## src/rtl/point_double_seq.sv

```systemverilog
// Projective point doubling over GF(P) with one shared modular multiplier; done 14 cycles after start is sampled.
// No backpressure: start is honoured only in IDLE, results are held until the next done.
module point_double_seq #(
   parameter int N = 8,
   parameter int P = 251,
   parameter int A = 1
) (
   input  logic         clk,
   input  logic         rst,
   input  logic         start,
   input  logic [N-1:0] X1,
   input  logic [N-1:0] Y1,
   input  logic [N-1:0] Z1,
   output logic         busy,
   output logic         done,
   output logic [N-1:0] X2,
   output logic [N-1:0] Y2,
   output logic [N-1:0] Z2
);

   typedef enum logic [1:0] {IDLE, CALC, DONE} state_t;

   localparam logic [N-1:0]   PN    = N'(P);
   localparam logic [N:0]     PE    = (N+1)'(P);
   localparam logic [2*N-1:0] PP    = (2*N)'(P);
   localparam logic [N-1:0]   A_C   = N'(A);
   localparam logic [3:0]     LAST  = 4'd12;

   function automatic logic [N-1:0] add_m(input logic [N-1:0] a, input logic [N-1:0] b);
      logic [N:0] s;
      s = {1'b0, a} + {1'b0, b};
      return (s >= PE) ? N'(s - PE) : N'(s);
   endfunction

   function automatic logic [N-1:0] sub_m(input logic [N-1:0] a, input logic [N-1:0] b);
      logic [N:0] d;
      if (a >= b) d = {1'b0, a} - {1'b0, b};
      else        d = {1'b0, a} + PE - {1'b0, b};
      return N'(d);
   endfunction

   function automatic logic [N-1:0] mul_m(input logic [N-1:0] a, input logic [N-1:0] b);
      return N'(((2*N)'(a) * (2*N)'(b)) % PP);
   endfunction

   function automatic logic [N-1:0] dbl_m(input logic [N-1:0] a);
      return add_m(a, a);
   endfunction

   function automatic logic [N-1:0] mul8_m(input logic [N-1:0] a);
      return dbl_m(dbl_m(dbl_m(a)));
   endfunction

   state_t       state_q, state_d;
   logic [3:0]   step;
   logic [N-1:0] xr, yr, zr;
   logic [N-1:0] xx, zz, w, s, ys, bv, h, hs, yy, ss, yyss, sss;
   logic [N-1:0] op_a, op_b, prod;
   logic [N-1:0] x2_q, y2_q, z2_q;
   logic         inf;

   assign inf  = (zr == '0);
   assign busy = (state_q == CALC);
   assign done = (state_q == DONE);
   assign X2   = x2_q;
   assign Y2   = y2_q;
   assign Z2   = z2_q;

   always_ff @(posedge clk) begin
      if (rst) state_q <= IDLE;
      else     state_q <= state_d;
   end

   always_comb begin
      state_d = state_q;
      case (state_q)
         IDLE:    if (start) state_d = CALC;
         CALC:    if (step == LAST) state_d = DONE;
         DONE:    state_d = IDLE;
         default: state_d = IDLE;
      endcase
   end

   // Operand schedule for the single multiplier, one product per CALC cycle.
   always_comb begin
      op_a = '0;
      op_b = '0;
      case (step)
         4'd0:    begin op_a = xr;  op_b = xr;  end
         4'd1:    begin op_a = zr;  op_b = zr;  end
         4'd2:    begin op_a = A_C; op_b = zz;  end
         4'd3:    begin op_a = yr;  op_b = zr;  end
         4'd4:    begin op_a = yr;  op_b = s;   end
         4'd5:    begin op_a = xr;  op_b = ys;  end
         4'd6:    begin op_a = w;   op_b = w;   end
         4'd7:    begin op_a = h;   op_b = s;   end
         4'd8:    begin op_a = yr;  op_b = yr;  end
         4'd9:    begin op_a = s;   op_b = s;   end
         4'd10:   begin op_a = yy;  op_b = ss;  end
         4'd11:   begin op_a = s;   op_b = ss;  end
         4'd12:   begin op_a = w;   op_b = sub_m(dbl_m(dbl_m(bv)), h); end
         default: begin op_a = '0;  op_b = '0;  end
      endcase
      prod = mul_m(op_a, op_b);
   end

   always_ff @(posedge clk) begin
      if (rst) begin
         step <= '0;
         xr   <= '0;  yr <= '0;  zr <= '0;
         xx   <= '0;  zz <= '0;  w  <= '0;  s  <= '0;
         ys   <= '0;  bv <= '0;  h  <= '0;  hs <= '0;
         yy   <= '0;  ss <= '0;  yyss <= '0;  sss <= '0;
         x2_q <= '0;
         y2_q <= N'(1);
         z2_q <= '0;
      end else begin
         case (state_q)
            IDLE: begin
               if (start) begin
                  xr   <= X1 % PN;
                  yr   <= Y1 % PN;
                  zr   <= Z1 % PN;
                  step <= '0;
               end
            end
            CALC: begin
               step <= step + 4'd1;
               case (step)
                  4'd0:  xx   <= prod;
                  4'd1:  zz   <= prod;
                  4'd2:  w    <= add_m(prod, add_m(xx, dbl_m(xx)));
                  4'd3:  s    <= prod;
                  4'd4:  ys   <= prod;
                  4'd5:  bv   <= prod;
                  4'd6:  h    <= sub_m(prod, mul8_m(bv));
                  4'd7:  hs   <= prod;
                  4'd8:  yy   <= prod;
                  4'd9:  ss   <= prod;
                  4'd10: yyss <= prod;
                  4'd11: sss  <= prod;
                  4'd12: begin
                     // Z==0 input is the point at infinity; its doubling is itself.
                     x2_q <= inf ? '0    : dbl_m(hs);
                     y2_q <= inf ? N'(1) : sub_m(prod, mul8_m(yyss));
                     z2_q <= inf ? '0    : mul8_m(sss);
                  end
                  default: ;
               endcase
            end
            default: ;
         endcase
      end
   end

endmodule

```

## config.mk

```make
export PLATFORM = sky130hd
export DESIGN_NAME = point_double_seq
export DESIGN_NICKNAME = d
export VERILOG_FILES = /design/src/rtl/point_double_seq.sv
export SDC_FILE = /design/constraint.sdc
export NUM_CORES = 1
export LEC_CHECK = 0
export CORE_MARGIN = 3
export CORE_UTILIZATION = 49
export CTS_CLUSTER_DIAMETER = 200
export DETAILED_ROUTE_END_ITERATION = 6
export PLACE_DENSITY = 0.76
export SYNTH_ARGS = -nofsm -noshare
export SYNTH_HDL_FRONTEND = slang
export SYNTH_SLANG_ARGS = --single-unit
export TNS_END_PERCENT = 30
```

## constraint.sdc

```tcl
create_clock -name clk -period 29.8 [get_ports clk]
set_input_delay 7.45 -clock clk [delete_from_list [all_inputs] [get_ports clk]]
set_output_delay 7.45 -clock clk [all_outputs]
set_load 0.05 [all_outputs]
```

Yosys cells after proc, flatten, opt, wreduce, memory -nomap -nowiden --
Index checks and enable logic that the tools add are counted.
Word-level totals: input port bits 27, bits in registers 150
Cells by class: $add $sub $neg 35, divide/modulo/power cells 4, equal/unequal tests 16, order comparisons 16, $mul 1, multiplexer cells 26, reductions and logical operators 27
Operators by type and width (number):
- two-way mux 8 bit | 19
- adder 8 x 8 -> 9 bit | 13
- >= comparator 9 x 8 -> 1 bit (second input constant) | 13
- subtractor 8 bit (second input constant) | 13
- one-hot mux 8 bit (9 select lines) | 1
- one-hot mux 8 bit (8 select lines) | 1
- subtractor 8 bit | 6
- AND reduction 2 bit | 16
- >= comparator 8 bit | 3
- remainder unit 8 x 8 -> 8 bit (second input constant) | 3
- equality test 4 bit (second input constant) | 5
- adder 8 bit (second input constant) | 2
- equality test 4 x 3 -> 1 bit (second input constant) | 4
- remainder unit 16 x 8 -> 16 bit (second input constant) | 1
- multiplier 8 x 8 -> 16 bit | 1
- OR reduction 2 bit | 5
- equality test 4 x 2 -> 1 bit (second input constant) | 2
- logical NOT 8 bit | 1
- one-hot mux 4 bit (2 select lines) | 1
- OR reduction 3 bit | 2
- adder 4 x 1 -> 4 bit (second input constant) | 1
- equality test 4 x 1 -> 1 bit (second input constant) | 1
- logical NOT 4 bit | 1
- two-way mux 2 bit | 2
- other kinds (8) | 8

Depth between registers and ports, before layout --
depth after elaboration 16, mapped depth 96, mapped depth without buffers 86

Worst setup path after synthesis --
OpenSTA, ideal clock, no wires.
kind register to register, from reg bv[3], to reg y2_q[2] (netlist: Y2[2]), arrival 19.359 ns, data required time 29.672 ns, clock period less this slack 19.487 ns, setup time 0.128 ns, setup slack 10.313 ns, cell stages (with the launch flop) 88, path through dfxtp_1 clkbuf_1 nand3_1 nor2_1 a21o_1 clkbuf_1 inv_1 xnor2_1 nand4_1 o21ai_1 inv_1 mux2i_1 inv_1 ha_1 inv_1 ha_1 nor2b_1 o21ai_0 [52 not listed] o31ai_2 a41oi_4 xor2_1 clkbuf_1 ha_1 inv_1 fa_1 a21o_1 a21o_1 a21o_1 a21oi_1 o21ai_0 a21o_1 a21oi_1 clkbuf_1 o21ai_0 a22oi_1 nor2_1
Between the ends: cells in the longest elaborated chain, start to end 16, elaborated cells between the ends (all ways) 22
Ends and longest elaborated chain:
- start, declared | RTL line 57 | logic [N-1:0] xx, zz, w, s, ys, bv, h, hs, yy, ss, yyss, sss;
- start signal, assigned | RTL line 135 | 4'd5: bv <= prod;
- adder 8 x 8 -> 9 bit * | RTL line 31 | s = {1'b0, a} + {1'b0, b};
- subtractor 8 bit or >= comparator 9 x 8 -> 1 bit (tied branches) | RTL line 32 | return (s >= PE) ? N'(s - PE) : N'(s);
- two-way mux 8 bit * | RTL line 32
- adder 8 x 8 -> 9 bit * | RTL line 31
- subtractor 8 bit or >= comparator 9 x 8 -> 1 bit (tied branches) | RTL line 32
- two-way mux 8 bit * | RTL line 32
- adder 8 bit | RTL line 38 | else d = {1'b0, a} + PE - {1'b0, b};
- subtractor 8 bit | RTL line 38
- two-way mux 8 bit * | RTL line 37 | if (a >= b) d = {1'b0, a} - {1'b0, b};
- one-hot mux 8 bit (9 select lines) * | RTL line 88 | case (step)
- multiplier 8 x 8 -> 16 bit * | RTL line 43 | return N'(((2*N)'(a) * (2*N)'(b)) % PP);
- remainder unit 16 x 8 -> 16 bit * | RTL line 43
- adder 8 bit | RTL line 38
- subtractor 8 bit | RTL line 38
- two-way mux 8 bit * | RTL line 37
- two-way mux 8 bit * | RTL line 145 | y2_q <= inf ? N'(1) : sub_m(prod, mul8_m(yyss));
- end signal, assigned | RTL line 145
- end, declared | RTL line 59 | logic [N-1:0] x2_q, y2_q, z2_q;
Mark *: on every way between the ends. The rest lies on a longest branch, timed or not. A chain may end at the register's enable or synchronous reset.

Final worst setup path --
from reg bv[1], to reg y2_q[1] (netlist: Y2[1])
The elaborated chain is that of the path after synthesis.

==> load_flow_metrics.sql <==
INSERT INTO impl_metrics (metric_group, metric, value, unit) VALUES
('setup_path', 'timing.critical_path.from_type', 'flop', ''),
('synthesis', 'synth_area_per_cell', '7.695', 'µm²'),
('die', 'row_count', '64', ''),
('synthesis', 'synth_fp_nets', '2233', ''),
('sta', 'final.period_utilization', '74.36', '%'),
('die', 'chip_height', '184.9', 'µm'),
('sta', 'final.setup.tns', '0', 'ns'),
('synthesis', 'netlist_top_cells_area', 'sky130_fd_sc_hd__dfxtp_1 (19%), sky130_fd_sc_hd__ha_1 (9.9%), sky130_fd_sc_hd__nor2_1 (7.1%), sky130_fd_sc_hd__fa_1 (5.6%), sky130_fd_sc_hd__a21oi_1 (5.5%)', ''),
('clock_tree', 'cts-root-to-sink-buffers', '2', ''),
('die', 'ioPinCount', '53', ''),
('placement', 'dp_cells', '2412', ''),
('pwr', 'totalPowerFinal', '1.078', 'mW'),
('layout', 'final_net_count', '2230', ''),
('synthesis', 'synth_seq_area_share', '19.15', '%'),
('run', 'timing.max_cap.violations', '0', ''),
('layout', 'area_of_combinational_cells_with_multiple_inputs', '11930', 'µm²'),
('outcome', 'outcome', 'completed', ''),
('synthesis', 'synth_top_cell_area_share', '19.15', '%'),
('global_routing', 'grt.overflow.total', '0', ''),
('die', 'core_area', '31070', 'µm²'),
('layout', 'ff_latch_area', '3003', 'µm²'),
('clock_tree', 'cts.repair.resized', '0', ''),
('die', 'dieArea', '34190', 'µm²'),
('synthesis', 'synthesis.instances', '2038', ''),
('clock_tree', 'clk_root_buffer_cell', 'sky130_fd_sc_hd__clkbuf_16', ''),
('detailed_routing', 'firstDrtPassIters', '6', ''),
('placement', 'io_buffers', '52', ''),
('sta', 'final.setup.worst_slack', '7.639', 'ns'),
('clock_tree', 'tritoncts.num_buffers', '17', ''),
('clock_tree', 'hold_buffers', '0', ''),
('sta', 'grt_setup_unrepaired', 'false', ''),
('die', 'fp.dieW', '184.9', 'µm'),
('global_routing', 'grt_use_total', '25.37', '%'),
('global_routing', 'maximum_number_of_pins_on_one_net_before_global_route_repair', '97', ''),
('clock_tree', 'clock_tree.htree_level_count', '4', ''),
('layout', 'synthToLayoutAreaGrowth', '9.040', '%'),
('placement', 'gpl.final_weighted_congestion', '0.9406', ''),
('hold_path', 'timing.hold.worst.class', 'reg -> reg', ''),
('pwr', 'vdd_drop_max', '64.96', 'µV'),
('die', 'initial_core_util', '50.48', '%'),
('sta', 'fin_worst_hold_slack', '0.4623', 'ns'),
('setup_path', 'crit_path_frequent_cell', 'sky130_fd_sc_hd__inv_1', ''),
('setup_path', 'timing.critical_path.required', '30.08', 'ns'),
('setup_path', 'worstSetupPathType', 'reg -> reg', ''),
('setup_path', 'critical_path_peak_fanout', '15', ''),
('synthesis', 'synth.cell_area', '15680', 'µm²'),
('sta', 'total_count_of_hold_check_failures_in_the_final_report', '0', ''),
('detailed_routing', 'detail_route.drc_violations', '0', ''),
('sta', 'fmaxAchievable', '45.13', 'MHz'),
('global_routing', 'grt_first_pass_wirelength', '72280', 'µm'),
('detailed_routing', 'wl', '44000', 'µm'),
('synthesis', 'post-synth-top-area-cell', 'sky130_fd_sc_hd__dfxtp_1', ''),
('pwr', 'power.density', '63.06', 'nW/µm²'),
('synthesis', 'yosysWarningCount', '0', ''),
('setup_path', 'cell_with_the_largest_stage_delay_on_the_worst_path', 'sky130_fd_sc_hd__a221oi_1', ''),
('setup_path', 'cp_slowest_stage_delay', '0.75', 'ns'),
('setup_path', 'worst-endpoint-arrival', '22.44', 'ns'),
('detailed_routing', 'detail_route.iter0.violations', '1503', ''),
('sta', 'max_slew_margin_vs_limit', '17.14', '%'),
('setup_path', 'endpoint_kind', 'flop', ''),
('synthesis', 'synth.distinct_cells', '109', ''),
('clock_tree', 'cts.sink_count', '150', ''),
('clock_tree', 'worstSkewPairLatency', '0.43', 'ns'),
('clock_tree', 'clk_pin_slew', '0.07', 'ns'),
('sta', 'final-setup-viol-count', '0', ''),
('clock_tree', 'postCtsSetupBuffers', '0', ''),
('layout', 'fillers', '2873', ''),
('placement', 'dp_slack', '7.926', 'ns'),
('sta', 'clock_period_minus_worst_slack', '22.16', 'ns'),
('pwr', 'total_leakage_power', '6.885', 'nW'),
('detailed_routing', 'count_of_vias_placed_by_the_detailed_router', '15240', '');
==> cell usage in the layout (no fill, tap or decap), types with 25 or more instances in the layout <==
cell type / Yosys / final
sky130_fd_sc_hd__nor2_1: 297 / 297
sky130_fd_sc_hd__a21oi_1: 172 / 171
sky130_fd_sc_hd__nand2_1: 154 / 154
sky130_fd_sc_hd__dfxtp_1: 150 / 150
sky130_fd_sc_hd__ha_1: 124 / 124
sky130_fd_sc_hd__inv_1: 103 / 103
sky130_fd_sc_hd__xnor2_1: 96 / 94
sky130_fd_sc_hd__nand3_1: 75 / 75
sky130_fd_sc_hd__o21ai_0: 72 / 72
sky130_fd_sc_hd__xor2_1: 57 / 57
sky130_fd_sc_hd__a22oi_1: 51 / 51
sky130_fd_sc_hd__clkdlybuf4s50_1: 0 / 51
sky130_fd_sc_hd__mux2i_1: 51 / 50
sky130_fd_sc_hd__a21o_1: 48 / 48
sky130_fd_sc_hd__fa_1: 44 / 44
sky130_fd_sc_hd__a211oi_1: 27 / 27
sky130_fd_sc_hd__nor3_1: 25 / 25
==> worst paths after layout <==
check	from	end	slack (ns)	cells after the start
hold reg to reg	X2[2]	X2[2]	0.46	2
setup reg to reg	bv[1]	Y2[1]	7.64	82
hold / removal	X2[2]	X2[2]	0.46	2
setup / recovery	bv[1]	Y2[1]	7.64	82
==> stage by stage <==
| stage | area, µm² | utilization [%] |
|---|---|---|
| CTS | 17100 | 55.03 |
| detailed placement | 16490 | 53.06 |
| global route | 17100 | 55.03 |
| floorplan | 15680 | - |
| global placement | 16490 | 53.06 |
| finish | 17100 | 55.04 |
==> worst max-delay path, delay by kind of cell (launching register included) <==
| family | cells | cell delay, ns |
|---|---|---|
| AOI/OAI and AO/OA | 28 | 8.06 |
| and+or+nand+nor | 22 | 4.54 |
| adders and majority gates | 11 | 4.42 |
| muxes | 5 | 1.75 |
| xor gates and xnor gates | 7 | 1.64 |
| buffers and inverters | 9 | 1.12 |
| DFF | 1 | 0.43 |
==> where the power goes <==
group          internal (mW)  leakage, nW  switching [mW]
Clock                  0.135        0.295          0.0935
Sequential             0.205         1.21         0.00563
Combinational          0.260         5.38           0.379
Total                  0.600         6.89           0.478
==> layout make-up <==
class / instances / share of cell area [%]
Clock buffer: 19 / 2.590
Tap cell: 396 / 2.897
Inverter: 104 / 2.283
Timing Repair Buffer: 72 / 3.907
Antenna cell: 1 / 0.01463
Clock inverter: 12 / 0.9805
Multi-Input combinational cell: 1690 / 69.77
Sequential cell: 150 / 17.56
==> kinds of logic after synthesis <==
group	count (synthesis)	share of synthesized area, %
and+or+nand+nor	725	21.53
AOI/OAI and AO/OA	570	25.36
buffers and inverters	198	4.923
adders and majority gates	169	15.58
xor gates and xnor gates	153	8.545
DFF	150	19.15
muxes	73	4.915
==> cells in the mapped netlist, drive strengths merged (8+ instances only) <==
cell     number
and2         20
dfxtp       150
xnor2        96
nor3         26
a221oi       20
ha          124
a31oi         8
mux2i        53
clkbuf       77
mux2         20
a211oi       28
inv         103
and3         23
o21bai       16
nor4         10
a22oi        51
or2          25
a21o         48
nand4        22
o21ai        86
fa           44
or3          11
nor2b        19
nor2        299
buf          17
xor2         57
o211ai       18
nand2b       22
a211o         8
a2111oi       8
nand2       154
a222oi        9
a21oi       180
nand3        77
==> routing by layer <==
metal / track usage, % / vias to the layer above / wire length, µm
met4: 8.073 / 0 / 1105
li1: - / 7292 / -
met5: 0 / - / 0
met3: 4.104 / 104 / 2887
met1: 32.96 / 7305 / 19140
met2: 43.18 / 535 / 20870
==> registers in the layout, indices dropped and copies added (netlist names) <==
register,flops
X2,8
zz,8
hs,8
xx,8
s,8
yy,8
ss,8
Y2,8
sss,8
zr,8
bv,8
w,8
yyss,8
state_q,2
xr,8
step,4
yr,8
ys,8
h,8
Z2,8
Power figures use the tool's default switching activity.
